[config.mk]
export PLATFORM = sky130hd
export DESIGN_NAME = lcd_cmd_issuer
export DESIGN_NICKNAME = d
export VERILOG_FILES = /design/src/rtl/lcd_cmd_issuer.sv
export SDC_FILE = /design/constraint.sdc
export NUM_CORES = 1
export LEC_CHECK = 0
export CAP_MARGIN = 20
export CORE_MARGIN = 5
export CORE_UTILIZATION = 46
export DETAILED_ROUTE_END_ITERATION = 8
export PLACE_DENSITY = 0.64
export SKIP_CTS_REPAIR_TIMING = 1
export SYNTH_ARGS = -nofsm -noshare
export SYNTH_HDL_FRONTEND = slang
export SYNTH_SLANG_ARGS = --single-unit
[constraint.sdc]
create_clock -name clk -period 2.83 [get_ports clk]
set_input_delay 0.566 -clock clk [delete_from_list [all_inputs] [get_ports clk]]
set_output_delay 0.566 -clock clk [all_outputs]
set_load 0.02 [all_outputs]
[src/rtl/lcd_cmd_issuer.sv]
// Buffers host commands and issues them one at a time to the LCD image controller.
// Optional LCD_ISSUER_AUTOWRITE_EN: issue an automatic Write after AW_TIMEOUT idle cycles.
module lcd_cmd_issuer #(
    parameter int unsigned DEPTH      = 8,
    parameter int unsigned GUARD      = 2
`ifdef LCD_ISSUER_AUTOWRITE_EN
    ,
    parameter int unsigned AW_TIMEOUT = 16
`endif
) (
    input  logic       clk,
    input  logic       reset,
    input  logic [3:0] in_cmd,
    input  logic       in_valid,
    output logic       in_ready,
    output logic [3:0] cmd,
    output logic       cmd_valid,
    input  logic       busy,
    input  logic       done,
    output logic       seq_done,
    output logic       err_illegal,
    output logic [7:0] issued_cnt
);

    localparam int unsigned AW = (DEPTH > 1) ? $clog2(DEPTH) : 1;
    localparam int unsigned CW = AW + 1;
    localparam int unsigned GW = (GUARD > 1) ? $clog2(GUARD + 1) : 1;

    typedef enum logic [2:0] {
        S_IDLE,
        S_ISSUE,
        S_WAIT_ACK,
        S_WAIT_FREE,
        S_WAIT_DONE,
        S_FINISH
    } state_t;

    state_t        r_state;
    logic [3:0]    r_mem [DEPTH];
    logic [AW-1:0] r_wr_ptr;
    logic [AW-1:0] r_rd_ptr;
    logic [CW-1:0] r_count;
    logic [GW-1:0] r_guard;
    logic [3:0]    r_cmd;
    logic          r_cmd_valid;
    logic          r_in_ready;
    logic          r_seq_done;
    logic          r_err;
    logic [7:0]    r_issued;

    logic          w_push;
    logic          w_illegal;
    logic          w_store;
    logic          w_pop;
    logic          w_fifo_issue;
    logic          w_aw_fire;
    logic          w_auto_issue;
    logic          w_enter_finish;
    logic [CW-1:0] w_count_nxt;
    logic          w_full_nxt;
    logic          w_in_ready_nxt;
    logic [3:0]    w_head;

    assign w_push         = in_valid && r_in_ready;
    assign w_illegal      = in_cmd[3] && in_cmd[2];
    assign w_store        = w_push && !w_illegal;
    assign w_pop          = (r_state == S_ISSUE) && !w_auto_issue;
    assign w_head         = r_mem[r_rd_ptr];
    assign w_count_nxt    = r_count + CW'(w_store) - CW'(w_pop);
    assign w_full_nxt     = (w_count_nxt == CW'(DEPTH));
    assign w_fifo_issue   = (r_state == S_IDLE) && (r_count != '0) && !busy;
    assign w_enter_finish = (r_state == S_WAIT_DONE) && done;

    // A full FIFO may still take a push in ISSUE because the head pops in that same cycle.
    assign w_in_ready_nxt = (!w_full_nxt || w_fifo_issue) && !w_enter_finish
                            && (r_state != S_FINISH);

    always_ff @(posedge clk) begin
        if (w_store) begin
            r_mem[r_wr_ptr] <= in_cmd;
        end
    end

    always_ff @(posedge clk or negedge reset) begin
        if (!reset) begin
            r_wr_ptr <= '0;
            r_rd_ptr <= '0;
            r_count  <= '0;
        end else if (r_state == S_FINISH) begin
            r_rd_ptr <= r_wr_ptr;
            r_count  <= '0;
        end else begin
            if (w_store) begin
                r_wr_ptr <= r_wr_ptr + AW'(1);
            end
            if (w_pop) begin
                r_rd_ptr <= r_rd_ptr + AW'(1);
            end
            r_count <= w_count_nxt;
        end
    end

`ifdef LCD_ISSUER_AUTOWRITE_EN
    localparam int unsigned IW = $clog2(AW_TIMEOUT + 1);

    logic [IW-1:0] r_idle_cnt;
    logic          r_auto;
    logic          w_idle_armed;

    // Only reachable before any Write: a Write never returns the FSM to IDLE.
    assign w_idle_armed = (r_state == S_IDLE) && (r_count == '0) && (r_issued != '0) && !w_push;
    assign w_aw_fire    = w_idle_armed && !busy && (r_idle_cnt >= IW'(AW_TIMEOUT - 1));
    assign w_auto_issue = r_auto;

    always_ff @(posedge clk or negedge reset) begin
        if (!reset) begin
            r_idle_cnt <= '0;
            r_auto     <= 1'b0;
        end else begin
            if (!w_idle_armed) begin
                r_idle_cnt <= '0;
            end else if (r_idle_cnt != IW'(AW_TIMEOUT)) begin
                r_idle_cnt <= r_idle_cnt + IW'(1);
            end
            if (w_aw_fire) begin
                r_auto <= 1'b1;
            end else if (w_fifo_issue) begin
                r_auto <= 1'b0;
            end
        end
    end
`else
    assign w_aw_fire    = 1'b0;
    assign w_auto_issue = 1'b0;
`endif

    always_ff @(posedge clk or negedge reset) begin
        if (!reset) begin
            r_state     <= S_IDLE;
            r_guard     <= '0;
            r_cmd       <= 4'd0;
            r_cmd_valid <= 1'b0;
            r_in_ready  <= 1'b0;
            r_seq_done  <= 1'b0;
            r_err       <= 1'b0;
            r_issued    <= 8'd0;
        end else begin
            r_cmd_valid <= 1'b0;
            r_in_ready  <= w_in_ready_nxt;
            if (w_push && w_illegal) begin
                r_err <= 1'b1;
            end
            case (r_state)
                S_IDLE: begin
                    if (w_fifo_issue) begin
                        r_state     <= S_ISSUE;
                        r_cmd       <= w_head;
                        r_cmd_valid <= 1'b1;
                    end else if (w_aw_fire) begin
                        r_state     <= S_ISSUE;
                        r_cmd       <= 4'd0;
                        r_cmd_valid <= 1'b1;
                    end
                end
                S_ISSUE: begin
                    if (r_issued != 8'hFF) begin
                        r_issued <= r_issued + 8'd1;
                    end
                    r_guard <= '0;
                    r_state <= (r_cmd == 4'd0) ? S_WAIT_DONE : S_WAIT_ACK;
                end
                // Give the controller time to raise busy before sampling it.
                S_WAIT_ACK: begin
                    if (r_guard >= GW'(GUARD - 1)) begin
                        r_state <= S_WAIT_FREE;
                    end else begin
                        r_guard <= r_guard + GW'(1);
                    end
                end
                S_WAIT_FREE: begin
                    if (!busy) begin
                        r_state <= S_IDLE;
                    end
                end
                S_WAIT_DONE: begin
                    if (done) begin
                        r_state    <= S_FINISH;
                        r_seq_done <= 1'b1;
                    end
                end
                S_FINISH: begin
                    r_seq_done <= 1'b1;
                end
                default: begin
                    r_state <= S_IDLE;
                end
            endcase
        end
    end

    assign cmd         = r_cmd;
    assign cmd_valid   = r_cmd_valid;
    assign in_ready    = r_in_ready;
    assign seq_done    = r_seq_done;
    assign err_illegal = r_err;
    assign issued_cnt  = r_issued;

endmodule

==> results of run 1 <==
[layout make-up]
class,instances,area [µm²],area share (%)
clock buffers,11,131,4.02
flip-flops and latches,63,1740,53.2
repair buffers,32,300,9.20
well taps,75,93.8,2.87
clock inverters,5,25.0,0.766
inverters,9,33.8,1.03
multi-input cells,127,945,28.9
[worst min-delay path by stage]
stage,start,to,slack [ps],cells past startpoint
after global placement,seq_done$_DFFE_PN0P_,seq_done$_DFFE_PN0P_,450,1
after global routing,err_illegal$_DFFE_PN0P_,err_illegal$_DFFE_PN0P_,490,1
after detailed placement,seq_done$_DFFE_PN0P_,seq_done$_DFFE_PN0P_,460,1
after floorplan,reset,cmd[0]$_DFFE_PN0P_,270,0
final,err_illegal$_DFFE_PN0P_,err_illegal$_DFFE_PN0P_,470,1
after CTS,err_illegal$_DFFE_PN0P_,err_illegal$_DFFE_PN0P_,480,1
[metrics by stage]
stage / std cells / power (µW)
6_report: 322 / 3290
5_1_grt: 322 / 3540
4_1_cts: 322 / 3330
3_5_place_dp: 306 / 2680
3_3_place_gp: 306 / 2670
2_1_floorplan: 205 / 2310
[cell usage after synthesis, types with 2 or more instances]
master     n  area share (%)
a31oi_1    4            0.91
nor2_1    22             3.0
edfxtp_1  32              35
ha_1       8             3.6
mux2_2     2            0.82
o21ai_0    3            0.54
clkbuf_1   2            0.27
mux4_2     8             6.5
or2b_1     2            0.54
mux2i_1    3             1.1
inv_1      9             1.2
buf_2      2            0.36
nor3_1     4            0.73
buf_6      2            0.82
xor2_1     6             1.9
and2_1     2            0.45
nand3_1    3            0.54
nand2_1   21             2.9
nand2b_1   5             1.1
xnor2_1    5             1.6
a21oi_1   11             2.0
o22ai_1    2            0.45
dfrtp_1   31              28
[sequential cells by signal, indices dropped and copies added (netlist names)]
name and cells:
cmd 4, cmd_valid 1, err_illegal 1, in_ready 1, issued_cnt 8, r_count 4
r_guard 2, r_mem 32, r_rd_ptr 3, r_state 3, r_wr_ptr 3, seq_done 1
[critical path: cells and delay by family]
kind            cells  cell delay, ps
compound gates      2             500
buf+inv             1             470
fa+ha+maj           2             600
simple gates        4             400
xor+xnor            1             190
[power groups by stage]
| stage | logic [µW] | registers [µW] | clock network [µW] |
|---|---|---|---|
| 2_1_floorplan | 857 | 1450 | 0 |
| 3_3_place_gp | 1190 | 1470 | 0 |
| 3_5_place_dp | 1210 | 1470 | 0 |
| 4_1_cts | 1220 | 1450 | 654 |
| 5_1_grt | 1350 | 1500 | 691 |
| 6_report | 1200 | 1450 | 633 |
[placed cells by master (no fill, tap or decap), drive strengths merged, types with 6 or more instances in the layout]
cell type       n
inv             9
ha              8
mux4            8
clkdlybuf4s50  24
dfrtp          31
edfxtp         32
nor2           22
clkbuf         11
xor2            6
nand2          21
buf             8
a21oi          12
[routing by layer]
layer / vias to the layer above / GRT usage, %
met1: 766 / 19.6
met4: 0 / 5.86
met3: 9 / 5.30
met5: - / 0
li1: 822 / -
met2: 36 / 20.2
[kinds of logic (layout without fill, tap and decap cells)]
family	after synthesis	after routing	synth area share (%)
xor gates and xnor gates	11	11	3.50
AOI/OAI and AO/OA	27	27	6.22
buffers and inverters	15	57	2.68
adders and majority gates	9	9	4.36
muxes	13	13	8.45
and+or+nand+nor	67	67	11.8
DFF	63	63	63.0
==> run metrics, run 1 <==
status finished, final reports clean; Num CTS Buffers 9; CP endpoint in_ready$_DFF_PN0_; most frequent CP cell nand2_1; later-pin clock latency in the skew report 330 ps; die width 87.4 µm; slowest stage delay, CP 470 ps; Yosys warning count 0; Max Cap Viol 0; post-route cell area 3270 µm²; core area 5890 µm²; Worst-path clk slew around 60 ps; DR top layer met4; R2R Path End in_ready$_DFF_PN0_; Final nets 260; drt first pass iters 4; Congestion Overflow GR 0; Diodes inserted 0; CP max FO 3; effective utilization at floorplan between 40% and 50%; DP HPWL 3.44 mm; I/O pin count 25; vias per cell slightly above 5; met3 WL post-DR 281 µm; critical path type input port to flop; GR Util All Layers 14.2%; chip height roughly 87 µm; ys flop type edfxtp_1; critical path capture point type flop; drt drc 0; first-pass GRT wire length 7.98 mm; row count 28; Fin. Hold Viols 0; Setup TNS 0 ps; Final Wtd Congestion around 0.75; Tmin final 2510 ps; worst slew pin tran 549 ps; Detailed Route WL 4.78 mm; Psw 1170 µW; Slew Limit Fails 0; Switching Share 35.5%; post-route ant nets 0; IO buf count 24; sequential area share after synthesis 63.0%; Netlist cell types 39; layout cells sized above 1 13.8%; synthesized flop and latch total 63; Finish-stage setup viols 0; internal power 2120 µW; pre-CTS WS -33.5 ps; RSZ-0062 raised after global routing no; Layout Skew 8.36 ps; syn_area_per_cell 13.4 µm²; fill count 501; CP startpoint in_valid; R2R setup slack roughly 360 ps; R2R cell count 8; Worst Hold Class flop to flop; CTS root buffer clkbuf_8; drt initial violations 91; Post-synth ARST share about half; CP Data Arrival Time 2730 ps; via count ~1600; DIE AREA 7640 µm²; WL per Instance 14.8 µm; largest net degree at the start of global routing 32; CTS tree built; met2 wire length 2.03 mm; CP max-delay cell clkdlybuf4s50_1; Worst slew margin between 60% and 70%; Comb pwr share 36.6%; worst path cell trace clkdlybuf4s50_1 > nand2_1 > a21oi_1 > or2b_1 > nand2_1 > ha_1 > fa_1 > xnor2_1 > nand2_1 > o31a_1; Metal-1 WL 2.37 mm; Clock Tree Buf Depth 2; pwr/cell area between 1000 and 1500 nW/µm²; fin util between 50% and 60%; Post-synth EDFFs 32; area of the mapped netlist roughly 2800 µm²; CTS sink count 63; Final Cycle Share roughly nine tenths; H-tree depth 3; Seq pwr share between 40 and 50%; P&R area growth vs syn 18.5%; Syn Inst Count roughly 210; syn nets 223; Cell Area, Placed 3110 µm²; clock share of power 19.3%; reg2reg start r_state[0]$_DFFE_PN0P_; crit path launch type input port; vias in the first global route 1625; final setup margin 317 ps; leakage 0.00127 µW; Req. time, crit path 3050 ps; initial antenna violation count 0; hold_ws 470 ps; FMAX 0.398 GHz; Max IR drop VDD 0.487 mV
(Power assumes the default switching activity.)
==> run 2: changes to the inputs <==
--- a/config.mk
+++ b/config.mk
@@ -7,9 +7,9 @@
 export LEC_CHECK = 0
 export CAP_MARGIN = 20
 export CORE_MARGIN = 5
-export CORE_UTILIZATION = 46
+export CORE_UTILIZATION = 40
 export DETAILED_ROUTE_END_ITERATION = 8
-export PLACE_DENSITY = 0.64
+export PLACE_DENSITY = 0.57
 export SKIP_CTS_REPAIR_TIMING = 1
 export SYNTH_ARGS = -nofsm -noshare
 export SYNTH_HDL_FRONTEND = slang
==> run 2 against run 1 <==
Utilization down 6.0 points. Worst setup slack better by 16 ps. Sequential cell count unchanged. Final area up 2.4%. Critical path depth down 2. Critical endpoint unchanged. Sequential share of layout area down 1.3 points. Highest routed layer unchanged. Final cell count up 2.2%.
==> run metrics, run 2 (synthesized netlist as in run 1, its figures left out) <==
met1 Track Usage GR 17.8% (-1.8 points); row count 30 (+7.1%); Finish-stage setup viols 0 (unchanged); post-route cell area 3340 µm² (+2.4%); R2R setup slack 330 ps (-30 ps); I/O pin count 25 (unchanged); Cell Area, Placed 3130 µm² (+0.68%); Worst slew margin 59.7% (-3.7 points); FMAX 0.400 GHz (+0.63%); Diodes inserted 0 (unchanged); CP Data Arrival Time 2730 ps (about the same); initial antenna violation count 0 (unchanged); Slew Limit Fails 0 (unchanged); Tmin final 2500 ps (-15.8 ps); Fin. Hold Viols 0 (unchanged); CTS root buffer clkbuf_8; effective utilization at floorplan 40.8% (-6.0 points); CP max FO 8 (+5); hold depth 1 (unchanged); DIE AREA 8650 µm² (+13%); Req. time, crit path 3060 ps (about the same); first-pass GRT wire length 8.53 mm (+6.9%); leakage 0.00131 µW (+3.1%); Worst Hold End seq_done$_DFFE_PN0P_; area occupied by multi-input gates 945 µm² (unchanged); DP HPWL 3.61 mm (+5.0%); Num CTS Buffers 9 (unchanged); Largest Register r_mem; commonest non-fill, non-tap cell in the layout edfxtp_1; later-pin clock latency in the skew report 340 ps (about the same); storage element area 1740 µm² (unchanged); core area 6760 µm² (+15%); vias in the first global route 1697 (+4.4%); reg2reg start r_state[1]$_DFFE_PN0P_; P&R area growth vs syn 21.4%; GR Layer Usage met2 19.2% (-1.0 points); chip height 93.0 µm (+6.4%); drt initial violations 79 (-13%); layout cells sized above 1 14.9% (+1.1 points); Worst Hold Class flop to flop; H-tree depth 3 (unchanged); WL per Instance 15.3 µm (+3.3%); routing usage on met3 3.86% (-1.4 points); drt drc 0 (unchanged); Final Wtd Congestion 0.759 (+0.80%); GR Util All Layers 13.2% (-0.97 points); via count 1674 (+2.5%); Detailed Route WL 5.04 mm (+5.5%); Congestion Overflow GR 0 (unchanged); CTS tree built; most frequent cells in the layout edfxtp_1, dfrtp_1, clkdlybuf4s50_1; Final Cycle Share 88.3% (-0.56 points); critical path capture point type flop; drt first pass iters 4 (unchanged); Final nets 262 (+0.77%); post-route ant nets 0 (unchanged); Worst-path clk slew 70 ps (about the same); GRT busiest layer met2; fill count 602 (+20%); Largest register FFs 32 (unchanged); critical path type flop to flop; die width 93.0 µm (+6.4%); RSZ-0062 raised after global routing no; Worst Min Path Start seq_done$_DFFE_PN0P_; status finished, final reports clean; Layout Skew 9.05 ps (+0.694 ps); Clock Tree Buf Depth 2 (unchanged); R2R cell count 8 (unchanged); largest net degree at the start of global routing 32 (unchanged); pwr/cell area 1060 nW/µm² (+4.9%); Max IR drop VDD 0.509 mV (+4.6%); IO buf count 24 (unchanged); vias per cell 5.09 (+0.33%); Setup TNS 0 ps (unchanged); Max Cap Viol 0 (unchanged); R2R Path End in_ready$_DFF_PN0_; CTS sink count 63 (unchanged); crit path launch type flop; worst slew pin tran 604 ps (+55.4 ps)
## run 2: worst max-delay path by stage
stage / slack, ps / startpoint / cells after the start / end
after CTS: 360 / r_state[1]$_DFFE_PN0P_ / 8 / in_ready$_DFF_PN0_
after global placement: 110 / in_valid / 10 / in_ready$_DFF_PN0_
after global routing: 150 / r_state[1]$_DFFE_PN0P_ / 8 / in_ready$_DFF_PN0_
after floorplan: 550 / in_valid / 9 / in_ready$_DFF_PN0_
final: 330 / r_state[1]$_DFFE_PN0P_ / 8 / in_ready$_DFF_PN0_
after detailed placement: 60 / in_valid / 10 / in_ready$_DFF_PN0_
## run 2: critical path: stages (launching register included)
cell     delay (ps)
dfrtp_1         460
nor3b_1         520
or2b_1          290
buf_4           140
ha_1            260
a21o_1          170
a21oi_1         160
xnor2_1         100
o31a_1          290
## run 2: area by class of cell
cell class	instances	share of cell area [%]
clock inverters	4	2.06
inverters	9	1.01
repair buffers	34	9.43
clock buffers	12	4.34
flip-flops and latches	63	51.9
multi-input cells	127	28.2
well taps	80	2.99
## run 2: stage by stage
stage	utilization [%]	hold slack, ps	worst slack (ps)	power, µW	cells
2_1_floorplan	-	270	555	2310	205
3_3_place_gp	46.3	454	112	2700	313
3_5_place_dp	46.3	453	63.8	2720	313
4_1_cts	49.5	473	355	3580	329
5_1_grt	49.5	489	148	3800	329
6_report	49.5	462	332	3530	329
## run 2: power breakdown
| part | internal [µW] | switching (µW) | total, µW |
|---|---|---|---|
| combinational | 622 | 622 | 1240 |
| sequential | 1200 | 242 | 1440 |
| clock | 516 | 328 | 844 |
| total | 2340 | 1190 | 3530 |
## run 2: layer usage
layer  part of all wire, %  vias up
li1                      -      820
met1                    49      814
met2                    44       30
met3                   5.1       10
met4                   2.3        0
met5                     0        -
